<file path="src/rtl/rf_wb_arbiter_pkg.sv">
// rf_wb_arbiter_pkg: shared widths, zero word and priority pointer encoding
package rf_wb_arbiter_pkg;
    localparam int ADDR_W_DEF = 5;
    localparam int DATA_W_DEF = 32;
    localparam logic [DATA_W_DEF-1:0] ZERO_WORD = '0;
    localparam logic PRI_ALU = 1'b0;
    localparam logic PRI_LSU = 1'b1;
endpackage

</file>
<file path="src/rtl/rf_wb_arbiter_if.sv">
// rf_wb_arbiter_if: requester handshakes, read addresses and register-file write/forward bundle
interface rf_wb_arbiter_if
    import rf_wb_arbiter_pkg::*;
#(
    parameter int ADDR_W = ADDR_W_DEF,
    parameter int DATA_W = DATA_W_DEF
);
    logic              alu_valid_i;
    logic              alu_ready_o;
    logic [ADDR_W-1:0] alu_addr_i;
    logic [DATA_W-1:0] alu_data_i;
    logic              lsu_valid_i;
    logic              lsu_ready_o;
    logic [ADDR_W-1:0] lsu_addr_i;
    logic [DATA_W-1:0] lsu_data_i;
    logic [ADDR_W-1:0] rd_addr1_i;
    logic [ADDR_W-1:0] rd_addr2_i;
    logic              rf_we_o;
    logic [ADDR_W-1:0] rf_addr_o;
    logic [DATA_W-1:0] rf_data_o;
    logic              fwd1_o;
    logic              fwd2_o;
    logic [DATA_W-1:0] fwd_data_o;
    logic              busy_o;

    modport slave (
        input  alu_valid_i, alu_addr_i, alu_data_i,
        input  lsu_valid_i, lsu_addr_i, lsu_data_i,
        input  rd_addr1_i, rd_addr2_i,
        output alu_ready_o, lsu_ready_o, busy_o,
        output rf_we_o, rf_addr_o, rf_data_o,
        output fwd1_o, fwd2_o, fwd_data_o
    );

    modport master (
        output alu_valid_i, alu_addr_i, alu_data_i,
        output lsu_valid_i, lsu_addr_i, lsu_data_i,
        output rd_addr1_i, rd_addr2_i,
        input  alu_ready_o, lsu_ready_o, busy_o,
        input  rf_we_o, rf_addr_o, rf_data_o,
        input  fwd1_o, fwd2_o, fwd_data_o
    );
endinterface

</file>
<file path="src/rtl/rf_wb_arbiter_rr_arb2.sv">
// rr_arb2: two-requester round-robin arbiter with a single priority pointer
module rr_arb2
    import rf_wb_arbiter_pkg::*;
(
    input  logic       clk_i,
    input  logic       rst_i,
    input  logic [1:0] req,
    output logic [1:0] gnt,
    output logic       busy
);
    logic ptr;

    // a lone requester always wins; under contention the pointer picks
    always_comb begin
        gnt[0] = !rst_i && req[0] && (!req[1] || ptr == PRI_ALU);
        gnt[1] = !rst_i && req[1] && (!req[0] || ptr == PRI_LSU);
        busy   = !rst_i && &req;
    end

    // priority moves to the loser only on contended cycles
    always_ff @(posedge clk_i) ptr <= rst_i ? PRI_ALU : (&req ? ~ptr : ptr);
endmodule

</file>
<file path="src/rtl/rf_wb_arbiter.sv">
// rf_wb_arbiter: shares the register-file write port between ALU and LSU, with read forwarding
module rf_wb_arbiter
    import rf_wb_arbiter_pkg::*;
#(
    parameter int ADDR_W        = ADDR_W_DEF,
    parameter int DATA_W        = DATA_W_DEF,
    parameter bit ZERO_REG_DROP = 1'b1
) (
    input logic              clk_i,
    input logic              rst_i,
    rf_wb_arbiter_if.slave   bus
);
    logic [1:0]        gnt;
    logic              grant;
    logic [ADDR_W-1:0] w_addr;
    logic [DATA_W-1:0] w_data;

    rr_arb2 u_arb (
        .clk_i (clk_i),
        .rst_i (rst_i),
        .req   ({bus.lsu_valid_i, bus.alu_valid_i}),
        .gnt   (gnt),
        .busy  (bus.busy_o)
    );

    assign bus.alu_ready_o = gnt[0];
    assign bus.lsu_ready_o = gnt[1];

    // select the winning requester's address and data
    always_comb begin
        grant  = |gnt;
        w_addr = gnt[1] ? bus.lsu_addr_i : bus.alu_addr_i;
        w_data = gnt[1] ? bus.lsu_data_i : bus.alu_data_i;
    end

    // write stage plus forwarding aligned with the synchronous register-file read
    always_ff @(posedge clk_i) begin
        if (rst_i) begin
            bus.rf_we_o    <= 1'b0;
            bus.rf_addr_o  <= '0;
            bus.rf_data_o  <= DATA_W'(ZERO_WORD);
            bus.fwd1_o     <= 1'b0;
            bus.fwd2_o     <= 1'b0;
            bus.fwd_data_o <= DATA_W'(ZERO_WORD);
        end else begin
            bus.rf_we_o    <= grant && !(ZERO_REG_DROP && w_addr == '0);
            bus.rf_addr_o  <= grant ? w_addr : bus.rf_addr_o;
            bus.rf_data_o  <= grant ? w_data : bus.rf_data_o;
            bus.fwd1_o     <= bus.rf_we_o && bus.rf_addr_o == bus.rd_addr1_i;
            bus.fwd2_o     <= bus.rf_we_o && bus.rf_addr_o == bus.rd_addr2_i;
            bus.fwd_data_o <= bus.rf_data_o;
        end
    end
endmodule

</file>
<file path="src/flat_wrapper.sv">
// flat-port wrapper written by rule: the top's interface ports become plain ports
module rf_wb_arbiter_flat import rf_wb_arbiter_pkg::*;
#(
    parameter int ADDR_W        = ADDR_W_DEF,
    parameter int DATA_W        = DATA_W_DEF,
    parameter bit ZERO_REG_DROP = 1'b1
)
  (clk_i, rst_i, bus_alu_valid_i, bus_alu_addr_i, bus_alu_data_i, bus_lsu_valid_i, bus_lsu_addr_i, bus_lsu_data_i, bus_rd_addr1_i, bus_rd_addr2_i, bus_alu_ready_o, bus_lsu_ready_o, bus_busy_o, bus_rf_we_o, bus_rf_addr_o, bus_rf_data_o, bus_fwd1_o, bus_fwd2_o, bus_fwd_data_o);
  rf_wb_arbiter_if #(.ADDR_W(ADDR_W), .DATA_W(DATA_W)) bus_i ();
  input logic clk_i;
  input logic rst_i;
  input wire logic [$bits(bus_i.alu_valid_i)-1:0] bus_alu_valid_i;
  input wire logic [$bits(bus_i.alu_addr_i)-1:0] bus_alu_addr_i;
  input wire logic [$bits(bus_i.alu_data_i)-1:0] bus_alu_data_i;
  input wire logic [$bits(bus_i.lsu_valid_i)-1:0] bus_lsu_valid_i;
  input wire logic [$bits(bus_i.lsu_addr_i)-1:0] bus_lsu_addr_i;
  input wire logic [$bits(bus_i.lsu_data_i)-1:0] bus_lsu_data_i;
  input wire logic [$bits(bus_i.rd_addr1_i)-1:0] bus_rd_addr1_i;
  input wire logic [$bits(bus_i.rd_addr2_i)-1:0] bus_rd_addr2_i;
  output wire logic [$bits(bus_i.alu_ready_o)-1:0] bus_alu_ready_o;
  output wire logic [$bits(bus_i.lsu_ready_o)-1:0] bus_lsu_ready_o;
  output wire logic [$bits(bus_i.busy_o)-1:0] bus_busy_o;
  output wire logic [$bits(bus_i.rf_we_o)-1:0] bus_rf_we_o;
  output wire logic [$bits(bus_i.rf_addr_o)-1:0] bus_rf_addr_o;
  output wire logic [$bits(bus_i.rf_data_o)-1:0] bus_rf_data_o;
  output wire logic [$bits(bus_i.fwd1_o)-1:0] bus_fwd1_o;
  output wire logic [$bits(bus_i.fwd2_o)-1:0] bus_fwd2_o;
  output wire logic [$bits(bus_i.fwd_data_o)-1:0] bus_fwd_data_o;
  assign bus_i.alu_valid_i = bus_alu_valid_i;
  assign bus_i.alu_addr_i = bus_alu_addr_i;
  assign bus_i.alu_data_i = bus_alu_data_i;
  assign bus_i.lsu_valid_i = bus_lsu_valid_i;
  assign bus_i.lsu_addr_i = bus_lsu_addr_i;
  assign bus_i.lsu_data_i = bus_lsu_data_i;
  assign bus_i.rd_addr1_i = bus_rd_addr1_i;
  assign bus_i.rd_addr2_i = bus_rd_addr2_i;
  assign bus_alu_ready_o = bus_i.alu_ready_o;
  assign bus_lsu_ready_o = bus_i.lsu_ready_o;
  assign bus_busy_o = bus_i.busy_o;
  assign bus_rf_we_o = bus_i.rf_we_o;
  assign bus_rf_addr_o = bus_i.rf_addr_o;
  assign bus_rf_data_o = bus_i.rf_data_o;
  assign bus_fwd1_o = bus_i.fwd1_o;
  assign bus_fwd2_o = bus_i.fwd2_o;
  assign bus_fwd_data_o = bus_i.fwd_data_o;
  rf_wb_arbiter #(.ADDR_W(ADDR_W), .DATA_W(DATA_W), .ZERO_REG_DROP(ZERO_REG_DROP)) u_core (.clk_i(clk_i), .rst_i(rst_i), .bus(bus_i));
endmodule
</file>
<file path="config.mk">
export PLATFORM = sky130hd
export DESIGN_NAME = rf_wb_arbiter_flat
export DESIGN_NICKNAME = d
export VERILOG_FILES = /design/src/rtl/rf_wb_arbiter_pkg.sv /design/src/rtl/rf_wb_arbiter_if.sv /design/src/rtl/rf_wb_arbiter_rr_arb2.sv /design/src/rtl/rf_wb_arbiter.sv /design/src/flat_wrapper.sv
export SDC_FILE = /design/constraint.sdc
export NUM_CORES = 1
export LEC_CHECK = 0
export CAP_MARGIN = 20
export CELL_PAD_IN_SITES_DETAIL_PLACEMENT = 1
export CELL_PAD_IN_SITES_GLOBAL_PLACEMENT = 1
export CORE_MARGIN = 5
export CORE_UTILIZATION = 25
export CTS_CLUSTER_DIAMETER = 80
export CTS_CLUSTER_SIZE = 12
export DETAILED_ROUTE_END_ITERATION = 8
export PLACE_DENSITY_LB_ADDON = 0.15
export SLEW_MARGIN = 25
export SYNTH_ARGS = -nofsm -noshare
export SYNTH_HDL_FRONTEND = slang
export SYNTH_SLANG_ARGS = --single-unit
</file>
<file path="constraint.sdc">
create_clock -name clk_i -period 1.15 [get_ports clk_i]
set_input_delay 0.23 -clock clk_i [delete_from_list [all_inputs] [get_ports clk_i]]
set_output_delay 0.23 -clock clk_i [all_outputs]
set_load 0.1 [all_outputs]
</file>
* After elaboration in Yosys (flattened, before gate mapping)
Index checks and enable logic that the tools add are counted.
Word-level totals: output and inout bits 75, flip-flop bits (word level) 73, input port bits 88, word-level logic and storage cells 29
Cells by class: reductions and logical operators 17, eq/ne operators 2, muxes and demuxes 2, bitwise operators 1
Operator list (number):
- 32-bit 2-to-1 mux | 1
- 5-bit == test | 2
- 1-bit logical AND | 8
- 5-bit logical NOT | 1
- 5-bit 2-to-1 mux | 1
- 1-bit logical NOT | 4
- 1-bit logical OR | 2
- 2-bit AND reduction | 1
- 2-bit OR reduction | 1
- 1-bit inverter | 1

* Logic depth before layout (Yosys ltp)
Gate-level depths: netlist of the first run.
depth after elaboration 7, gate-level depth with buffers 5, depth with buffers taken out 4

* Modules after synthesis
A second synthesis of the first run with hierarchy kept.
Unflattened totals: cells, all modules 264, area, all modules 2926.6 sq um
By module, submodules not included:
- rf_wb_arbiter | cells each 255, seq. area each 1441.4 sq um, times used 1, area each 2849.0 sq um
- rr_arb2 | cells each 9, seq. area each 20.0 sq um, times used 1, area each 77.6 sq um

* Worst setup path before layout of the first run
Ideal clock, no wire load.
kind input to output, start input rst_i, end output bus_busy_o, path slack -0.521 ns, required time 0.920 ns, data arrival time 1.441 ns, stages on the path 4, path buffers 2, cell sequence buf_4 > clkinv_1 > buf_2 > and3_1
Between the ends: longest elaborated chain between the ends 2
RTL lines:
- start: declaration | RTL line flat_wrapper.sv:11 | input logic rst_i;
- 1-bit logical NOT | RTL line rf_wb_arbiter_rr_arb2.sv:17 | busy = !rst_i && &req;
- 1-bit logical AND | RTL line rf_wb_arbiter_rr_arb2.sv:17
- end: declaration | RTL line flat_wrapper.sv:22 | output wire logic [$bits(bus_i.busy_o)-1:0] bus_busy_o;
Every way passes these cells.

* Worst setup path in the final report of the first run
start register u_core.u_arb.ptr, end output bus_lsu_ready_o
Between the ends: longest elaborated chain between the ends 2
RTL lines:
- start: declaration | RTL line rf_wb_arbiter_rr_arb2.sv:11 | logic ptr;
- start signal: assignment | RTL line rf_wb_arbiter_rr_arb2.sv:21 | always_ff @(posedge clk_i) ptr <= rst_i ? PRI_ALU : (&req ? ~ptr : ptr);
- 1-bit logical OR | RTL line rf_wb_arbiter_rr_arb2.sv:16 | gnt[1] = !rst_i && req[1] && (!req[0] || ptr == PRI_LSU);
- 1-bit logical AND | RTL line rf_wb_arbiter_rr_arb2.sv:16
- end: declaration | RTL line flat_wrapper.sv:21 | output wire logic [$bits(bus_i.lsu_ready_o)-1:0] bus_lsu_ready_o;
Every way passes these cells.

==> results of run 1 <==
## per-stage QoR
stage | instance area (um^2) | power, mW | hold slack [ps]
after floorplan | 3020 | 5.24 | 374
after CTS | 5950 | 9.56 | 296
final | 6600 | 9.83 | 187
after global placement | 5650 | 6.89 | 497
after detailed placement | 5650 | 6.94 | 504
after global routing | 6600 | 10.2 | 180
## registers in the layout, indices dropped and copies added, names as in the netlist
signal	count
u_core.bus.fwd_data_o	32
u_core.bus.rf_data_o	32
u_core.bus.rf_addr_o	5
u_core.bus.fwd1_o	1
u_core.bus.fwd2_o	1
u_core.bus.rf_we_o	1
u_core.u_arb.ptr	1
## worst max-delay path by stage
| stage | from | endpoint | slack [ps] | cells past startpoint |
|---|---|---|---|---|
| after floorplan | rst_i | bus_busy_o | -240 | 4 |
| after global placement | bus_alu_valid_i | u_core.bus.rf_data_o[8] | -560 | 5 |
| after detailed placement | bus_alu_valid_i | u_core.bus.rf_data_o[20] | -700 | 5 |
| after CTS | u_core.u_arb.ptr | bus_alu_ready_o | -450 | 4 |
| after global routing | u_core.u_arb.ptr | bus_lsu_ready_o | -470 | 4 |
| final | u_core.u_arb.ptr | bus_lsu_ready_o | -440 | 4 |
## layout by cell type, fill, tap and decap left out, types with 2 or more instances in the layout
cell             synthesis  routed
buf_12                   0      82
clkdlybuf4s50_1          0      80
nor2_1                  35      35
buf_4                    7      34
dfxtp_1                 73      34
dfxtp_2                  0      34
nor2b_1                 32      32
a31oi_1                 32      32
o2111ai_2                0      24
clkbuf_16                0      14
o21ai_2                  0      13
o21ai_0                 33      12
o2111ai_4                0       8
xnor2_1                  8       8
o21ai_1                  0       7
inv_1                    6       5
a2111oi_0                5       5
a221o_1                  5       5
dfxtp_4                  0       5
buf_6                    0       4
nor3_1                   3       3
xor2_1                   3       3
clkbuf_1                 9       3
nand2_1                  2       2
nand4_1                  2       2
or4_1                    2       2
clkbuf_8                 0       2
buf_8                    0       2
dlygate4sd2_1            0       2
dlymetal6s2s_1           0       2
## layer usage
layer  track usage [%]  up-vias  share of wire [%]
met5                 0        -                  0
met4              5.59        0                1.7
met3              6.73       16                7.0
met2              27.2      121                 51
met1              20.9     1569                 41
li1                  -     1548                  -
## final cells by class
class / count / area [um^2]
flip-flops and latches: 73 / 1520
fillers: 1175 / 4820
repair buffers: 212 / 2950
inverters: 9 / 61.3
multi-input cells: 200 / 1620
well taps: 143 / 179
clock buffers: 14 / 264
## where the power goes
group,internal (mW),switching [mW]
logic,1.66,2.52
registers,2.81,0.238
clock network,1.56,1.04
## repair_timing
| item | CTS | global route |
|---|---|---|
| pin swaps | 4 | 59 |
| endpoints found under the setup margin | 42 | 44 |
| setup buffers | 2 | 13 |
| hold buffers | 0 | 0 |
| cloned | 0 | 7 |
| gates resized for setup | 11 | 90 |
## logic make-up after synthesis
logic type / after synthesis / synth area share, %
compound gates: 109 / 25.8
flops: 73 / 50.0
simple gates: 80 / 14.2
buf+inv: 40 / 6.67
xor+xnor: 11 / 3.30
## worst max-delay path, stage by stage, from the launching register on
cell     delay (ps)
dfxtp_2         330
and2b_4         200
or2_4           270
inv_12           60
buf_12          160
==> impl_metrics.yaml, run 1 <==
layout:
  nets: 593
  fin_util_pct: 57.8
  syn_to_final_growth_pct: 126
  insertedDiodeCount: 0
  drive_above_1_share_pct: 45.9
  finalNonFillerCells: 651
power_and_ir_drop:
  p_leak_nw: 2.49
  irDropWorstVdd_uv: 912
  p_per_area_nw_per_um2: 1490
synth:
  synth_most_common_cell: "dfxtp_1"
  ys_ff_latch: 73
  synth_area_um2: 2920
  ys_seq_area_share_pct: 50.0
  syn_inst: 313
  ys.flop_type: "dfxtp_1"
  yosysTopAreaCellShare_pct: 50.0
  ys_top_cells_by_area: "dfxtp_1, o2111ai_1, a31oi_1"
  ys_types: 27
  synthArstFlopShare_pct: 0
  synth-warning-count: 0
  synth_top_area_cell: "dfxtp_1"
  syn-num-nets: 401
  synth.top_cells.by_count: "dfxtp_1, nor2_1, o21ai_0"
  synth_edf_count: 0
  synth_area_per_cell_um2: 9.34
sta:
  rsz0062_at_grt: "yes"
  worst_pin_slew_ps: 500
  slew_viol_final: 0
  post-route-min-period_ps: 1590
  hold_violations: 0
  setup_viol: 39
  fin_skew_ps: 5.11
  fin_ws_ps: -437
  relSlewSlack_pct: 65.8
  clock.fmax_mhz: 630
  period_share_pct: 138
  fin_setup_tns_ps: -4500
clock_tree:
  htreeDepth: 3
  cts_tree: "built"
  cts_max_path_buffers: 2
  clock-sinks: 73
  numCtsBuffers: 9
  clk_pin_slew_ps: 60
  cts_root_buffer: "clkbuf_16"
  clkLatencyLatePin_ps: 340
routing:
  totalWireLength_um: 13300
  drc: 0
  first_iter_violations: 97
  drt-vias-per-instance: 5.00
  wl_per_cell_um: 20.4
  ant_nets: 0
  vias: 3254
  first_pass_iters: 4
floorplan:
  initial_core_util_pct: 25.6
  die_width_um: 118
  pin_count: 163
  rows: 39
  coreArea_um2: 11400
  die_area_um2: 14000
  fp.dieH_um: 118
outcome:
  outcome: "complete, but fails checks"
  violations: "setup timing"
setup_path:
  critPathMaxFanout: 3
  endpoint_kind: "primary output"
  worstPathRequired_ps: 920
  r2r-end: "u_core.bus.rf_addr_o[2]"
  r2r_start: "u_core.u_arb.ptr"
  critPathKind: "reg -> out"
  worstPathArrival_ps: 1360
  start_kind: "flip-flop"
  r2r_cells: 6
  r2r_setup_slack_ps: -340
global_route:
  grt_max_degree: 33
  grt_overflow_total: 0
  antenna_found_initial: 0
  grt_pass1_vias: 3417
  grt_pass1_wl_um: 18900
  track_usage_pct: 17.0
worst_hold_path:
  hold-path-endpoint: "u_core.bus.rf_addr_o[3]"
  hold_depth: 2
  hold_class: "in -> reg"
  worstHoldStart: "bus_lsu_addr_i[3]"
placed_design:
  dpl.hpwl_um: 8770
  io_buffers: 162
  dp_slack_ps: -698
  dp.cells: 615
  gp_congestion: 0.781
job:
  drv_cap: 0
No activity file was read; power rests on OpenSTA's default activity.
==> run 2: changes to the inputs <==
--- a/config.mk
+++ b/config.mk
@@ -13,6 +13,7 @@
 export CTS_CLUSTER_DIAMETER = 80
 export CTS_CLUSTER_SIZE = 12
 export DETAILED_ROUTE_END_ITERATION = 8
+export MAX_ROUTING_LAYER = met4
 export PLACE_DENSITY_LB_ADDON = 0.15
 export SLEW_MARGIN = 25
 export SYNTH_ARGS = -nofsm -noshare
==> run 2 against run 1 <==
Hold slack lost 2.7 ps. Non-clock buffer count is the same. Critical path depth is the same. Design area shrank 0.72%. Critical path type unchanged. The run still ends with setup timing left. Cell count is the same. Maximum frequency grew 0.12%. Register-to-register slack is essentially flat. Sequential share of layout area grew 0.19 points. Core utilization shrank 0.42 points. Wire length grew 0.80%. Largest power group unchanged. Largest cell class unchanged. Total power shrank 0.24%. Clock skew shrank 2.1 ps.
==> impl_metrics.yaml, run 2 (same netlist as run 1, synthesis figures left out) <==
global_route:
  grt_pass1_wl_um: 18900
  grt_max_degree: 33
  grt_overflow_total: 0
  grt_pass1_vias: 3427
  track_usage_pct: 17.5
  antenna_found_initial: 0
sta:
  period_share_pct: 138
  post-route-min-period_ps: 1590
  relSlewSlack_pct: 66.0
  hold_violations: 0
  fin_skew_ps: 3.01
  clock.fmax_mhz: 631
  fin_ws_ps: -435
  rsz0062_at_grt: "yes"
  worst_pin_slew_ps: 497
  slew_viol_final: 0
  setup_viol: 39
setup_path:
  path_cells: "and2b_4, or2_4, inv_12, buf_12"
  endpoint_kind: "primary output"
  start_kind: "flip-flop"
  critPathMaxFanout: 3
  crit_family: "simple AND/OR/NAND/NOR gates"
  worstPathRequired_ps: 920
  worstPathArrival_ps: 1360
  crit_buf_inv: 2
  slowest_stage: "dfxtp_2"
  critPathKind: "reg -> out"
  cpPeakStageDelay_ps: 330
clock_tree:
  cts_tree: "built"
  clock-sinks: 73
  htreeDepth: 3
  cts_max_path_buffers: 2
  clkLatencyLatePin_ps: 330
  numCtsBuffers: 9
  cts_root_buffer: "clkbuf_16"
  holdBufCountCts: 0
  clk_pin_slew_ps: 60
placed_design:
  dpl.hpwl_um: 8770
  io_buffers: 162
  gp_congestion: 0.792
  dp.cells: 615
  dp_slack_ps: -698
layout:
  syn_to_final_growth_pct: 124
  mostFrequentLayoutCells: "buf_12, clkdlybuf4s50_1, nor2_1, dfxtp_2, buf_4"
  final_common_cell: "buf_12"
  fillers: 1180
  drive_above_1_share_pct: 44.7
  top_regs: "u_core.bus.fwd_data_o x32, u_core.bus.rf_data_o x32, u_core.bus.rf_addr_o x5"
  nets: 593
  insertedDiodeCount: 0
  finalNonFillerCells: 651
power_and_ir_drop:
  irDropWorstVdd_uv: 921
  pwr-share-seq_pct: 31.1
  power_mw: 9.81
  switching_power_mw: 3.78
  p_leak_nw: 2.48
  p_per_area_nw_per_um2: 1500
  p_clk_share_pct: 26.4
  switching_share_pct: 38.6
  p_comb_share_pct: 42.5
  p_int_mw: 6.02
floorplan:
  pin_count: 163
  rows: 39
  die_width_um: 118
  initial_core_util_pct: 25.6
  coreArea_um2: 11400
  die_area_um2: 14000
  fp.dieH_um: 118
routing:
  wl_per_cell_um: 20.6
  totalWireLength_um: 13400
  vias: 3260
  drc: 0
  ant_nets: 0
  first_pass_iters: 4
  first_iter_violations: 78
  drt-vias-per-instance: 5.01
outcome:
  outcome: "complete, but fails checks"
  violations: "setup timing"
worst_hold_path:
  hold_class: "in -> reg"
job:
  drv_cap: 0
==> run 2: changes by cell type in the layout (fill, tap and decap cells not counted), moves of 2 or more <==
cell,previous run,this run
o2111ai_1,0,2
o2111ai_4,8,6
o21ai_0,12,21
o21ai_1,7,3
o21ai_2,13,8
==> run 2: power by group through the flow <==
stage / sequential, mW / clock [mW] / combinational (mW)
2_1_floorplan: 4.67 / 0 / 0.568
3_3_place_gp: 3.09 / 0 / 3.80
3_5_place_dp: 3.10 / 0 / 3.83
4_1_cts: 3.05 / 2.66 / 3.85
5_1_grt: 3.08 / 2.78 / 4.30
6_report: 3.04 / 2.59 / 4.17
==> run 2: path summary, 6_finish.rpt <==
| path | from | end | slack (ps) | cells past startpoint |
|---|---|---|---|---|
| worst max register to register | u_core.u_arb.ptr | u_core.bus.rf_addr_o[2] | -340 | 6 |
| worst min-delay path | bus_lsu_addr_i[3] | u_core.bus.rf_addr_o[3] | 180 | 2 |
| worst max-delay path | u_core.u_arb.ptr | bus_lsu_ready_o | -440 | 4 |
| worst min register to register | u_core.bus.rf_data_o[15] | u_core.bus.fwd_data_o[15] | 510 | 1 |
==> run 2: stage by stage <==
step / TNS [ps] / cell area [um^2] / hold slack, ps / util (%)
final: -4930 / 6550 / 184 / 57.4
after global routing: -6480 / 6550 / 180 / 57.4
after CTS: -7060 / 5950 / 296 / 52.1
after detailed placement: -25680 / 5650 / 504 / 49.5
after global placement: -21340 / 5650 / 497 / 49.5
after floorplan: -733 / 3020 / 374 / -
==> run 2: per-layer routing <==
layer  vias to the layer above  wire length, um  global-route usage (%)
met5                         -                0                       -
met4                         0              214                    5.59
met3                        18              932                    6.45
met2                       118             6780                    27.4
met1                      1575             5470                    20.9
li1                       1549                -                       -
==> run 2: final cells by class <==
type	instances	area [um^2]	area share [%]
flip-flops and latches	73	1520	23.3
well taps	143	179	2.73
multi-input cells	200	1570	23.9
clock buffers	14	264	4.03
inverters	9	61.3	0.935
repair buffers	212	2960	45.1
==> run 2: what timing repair did <==
| item | 4_1_cts | 5_1_grt |
|---|---|---|
| hold endpoints to repair | 0 | 0 |
| pin swaps | 4 | 46 |
| resized for setup | 11 | 74 |
| setup buffers | 2 | 13 |
| endpoints found under the setup margin | 42 | 47 |
| gates cloned | 0 | 7 |
==> run 3: changes to the inputs <==
--- a/config.mk
+++ b/config.mk
@@ -5,11 +5,12 @@
 export SDC_FILE = /design/constraint.sdc
 export NUM_CORES = 1
 export LEC_CHECK = 0
+export ABC_AREA = 1
 export CAP_MARGIN = 20
 export CELL_PAD_IN_SITES_DETAIL_PLACEMENT = 1
 export CELL_PAD_IN_SITES_GLOBAL_PLACEMENT = 1
 export CORE_MARGIN = 5
-export CORE_UTILIZATION = 25
+export CORE_UTILIZATION = 23
 export CTS_CLUSTER_DIAMETER = 80
 export CTS_CLUSTER_SIZE = 12
 export DETAILED_ROUTE_END_ITERATION = 8
==> run 3 against run 2 <==
Total power up 1.6%. Hold slack improved by 160 ps. Cell count rose by 12%. Core utilization decreased by 5.3 points. Largest cell class unchanged. Highest routed layer unchanged. The run still ends with setup timing left. Wire length shrank 16%. Combinational power decreased by 5.8%.
==> impl_metrics.yaml, run 3 <==
synth:
  ys.flop_type: "dfxtp_1"
  synth_area_per_cell_um2: 7.83
  synth_area_um2: 2860
  syn-num-nets: 453
  synthArstFlopShare_pct: 0
  syn_inst: 365
  ys_top_cells_by_area: "dfxtp_1, nand2_1, nor2_1"
  ys_ff_latch: 73
  ys_types: 26
  synth_top_area_cell: "dfxtp_1"
  synth-warning-count: 0
  ys_seq_area_share_pct: 51.1
  synth.top_cells.by_count: "nand2_1, dfxtp_1, nor2_1, inv_1, a31oi_1"
  synth_most_common_cell: "nand2_1"
  yosysTopAreaCellShare_pct: 51.1
  synth_edf_count: 0
setup_path:
  cpPeakStageDelay_ps: 330
  crit_buf_inv: 3
  worstPathArrival_ps: 1110
  r2r_setup_slack_ps: -150
  critPathKind: "reg -> out"
  start_kind: "flip-flop"
  critPathMaxFanout: 3
  startpoint: "u_core.u_arb.ptr"
  worstPathRequired_ps: 920
  r2r_start: "u_core.u_arb.ptr"
  endpoint_kind: "primary output"
  worstSetupPathDepth: 5
  r2r_cells: 10
  path_cells: "inv_2, nand2_4, nand2_4, inv_8, buf_12"
  r2r-end: "u_core.bus.rf_addr_o[0]"
  crit_family: "flip-flops"
  cp-endpoint: "bus_lsu_ready_o"
  worst_path_most_repeated_cell: "nand2_4"
  slowest_stage: "dfxtp_2"
global_route:
  grt_pass1_vias: 3399
  track_usage_pct: 15.7
  antenna_found_initial: 0
  grt_pass1_wl_um: 17100
  grt_overflow_total: 0
  grt_max_degree: 37
layout:
  top_regs: "u_core.bus.fwd_data_o x32, u_core.bus.rf_data_o x32, u_core.bus.rf_addr_o x5"
  design_area_um2: 6310
  fin_util_pct: 52.1
  nets: 645
  syn_to_final_growth_pct: 121
  fillers: 1359
  drive_above_1_share_pct: 42.2
  insertedDiodeCount: 0
  mostFrequentLayoutCells: "clkdlybuf4s50_1, buf_12, nor2_1, nand2_1, inv_1"
outcome:
  outcome: "complete, but fails checks"
  violations: "setup timing"
power_and_ir_drop:
  p_int_mw: 6.24
  power_mw: 9.96
  switching_share_pct: 37.3
  switching_power_mw: 3.72
  p_clk_share_pct: 29.9
  pwr-share-seq_pct: 30.6
  irDropWorstVdd_uv: 616
  p_comb_share_pct: 39.5
  p_per_area_nw_per_um2: 1580
  p_leak_nw: 2.76
floorplan:
  initial_core_util_pct: 23.6
  die_area_um2: 14800
  coreArea_um2: 12100
  rows: 40
  pin_count: 163
  die_width_um: 121
  fp.dieH_um: 121
clock_tree:
  htreeDepth: 3
  cts_root_buffer: "clkbuf_16"
  cts_max_path_buffers: 2
  clk_pin_slew_ps: 60
  clkLatencyLatePin_ps: 330
  holdBufCountCts: 0
  clock-sinks: 73
  cts_tree: "built"
  numCtsBuffers: 9
sta:
  period_share_pct: 117
  worst_pin_slew_ps: 308
  relSlewSlack_pct: 79.4
  post-route-min-period_ps: 1340
  setup_viol: 32
  hold_violations: 0
  slew_viol_final: 0
  fin_ws_ps: -193
  rsz0062_at_grt: "yes"
  clock.fmax_mhz: 745
  fin_skew_ps: 4.87
placed_design:
  dpl.hpwl_um: 8470
  gp_congestion: 0.784
  dp_slack_ps: -557
  io_buffers: 162
  place_area_um2: 5620
routing:
  first_pass_iters: 4
  drt-vias-per-instance: 4.24
  totalWireLength_um: 11200
  wl_per_cell_um: 15.4
  drc: 0
  vias: 3098
  ant_nets: 0
  first_iter_violations: 116
worst_hold_path:
  hold_depth: 5
  hold_class: "in -> reg"
job:
  drv_cap: 0
[run 3: changes by cell type in the layout (fill, tap and decap cells not counted), moves of 6 or more]
cell	previous run	this run
dfxtp_1	33	22
buf_4	34	20
dfxtp_2	35	46
nor2_1	35	72
nand2_2	0	24
o21ai_2	8	1
nand2_4	0	15
o2111ai_2	24	0
inv_1	5	48
o2111ai_4	6	0
o21ai_0	21	3
nand2_1	2	50
nor2b_1	32	0
[run 3: metrics by stage]
| step | hold slack, ps | setup TNS (ps) | std cells |
|---|---|---|---|
| after floorplan | 373 | -200 | 365 |
| after global placement | 449 | -19080 | 703 |
| after detailed placement | 455 | -20770 | 703 |
| after CTS | 324 | -1520 | 731 |
| after global routing | 373 | -4210 | 730 |
| final | 349 | -2000 | 730 |
[run 3: final cells by class]
cell class | count | area [um^2] | share of cell area, %
Multi-Input combinational cell | 221 | 1250 | 19.8
Clock buffer | 11 | 233 | 3.69
Sequential cell | 73 | 1540 | 24.4
Timing Repair Buffer | 199 | 2800 | 44.3
Clock inverter | 5 | 77.6 | 1.23
Tap cell | 168 | 210 | 3.33
Inverter | 53 | 209 | 3.31
[run 3: tightest hold or removal path, stage by stage]
cell	delay, ps
buf_2	160
buf_4	140
a21oi_1	40
nand2_1	60
inv_1	30
[run 3: cell families (layout without fill, tap and decap cells)]
| logic type | Yosys count | after routing | share of synthesized area, % |
|---|---|---|---|
| and+or+nand+nor | 169 | 169 | 23.9 |
| xor gates and xnor gates | 4 | 4 | 1.23 |
| AOI/OAI and AO/OA | 48 | 48 | 11.8 |
| buffers and inverters | 71 | 268 | 11.9 |
| DFF | 73 | 73 | 51.1 |
[run 3: timing repair]
| item | in CTS | in global routing |
|---|---|---|
| pin swaps | 35 | 10 |
| resized for setup | 54 | 47 |
| cloned | 1 | 0 |
| setup buffers | 11 | 2 |
| setup endpoints to repair | 47 | 50 |
[run 3: power groups by stage]
| stage | Sequential [mW] | Clock, mW | Combinational (mW) |
|---|---|---|---|
| finish | 3.05 | 2.98 | 3.93 |
| global route | 3.08 | 3.20 | 4.08 |
| CTS | 3.05 | 3.10 | 3.91 |
| detailed placement | 3.11 | 0 | 3.78 |
| global placement | 3.10 | 0 | 3.74 |
| floorplan | 4.69 | 0 | 0.549 |
[run 3: worst min path at each step]
stage | start | end | slack (ps)
floorplan | bus_lsu_data_i[0] | u_core.bus.rf_data_o[0] | 370
global placement | u_core.bus.rf_data_o[10] | u_core.bus.fwd_data_o[10] | 450
detailed placement | u_core.bus.rf_data_o[16] | u_core.bus.fwd_data_o[16] | 450
CTS | rst_i | u_core.bus.rf_addr_o[3] | 320
global route | rst_i | u_core.bus.rf_addr_o[3] | 370
finish | rst_i | u_core.bus.rf_addr_o[3] | 350
[run 3: per-layer routing]
layer  vias up  wire length, um  global-route usage [%]
li1       1521                -                       -
met1      1454             4520                    17.6
met2       113             5620                    25.6
met3        10              974                    6.95
met4         0              117                    3.99
met5         -                0                       -
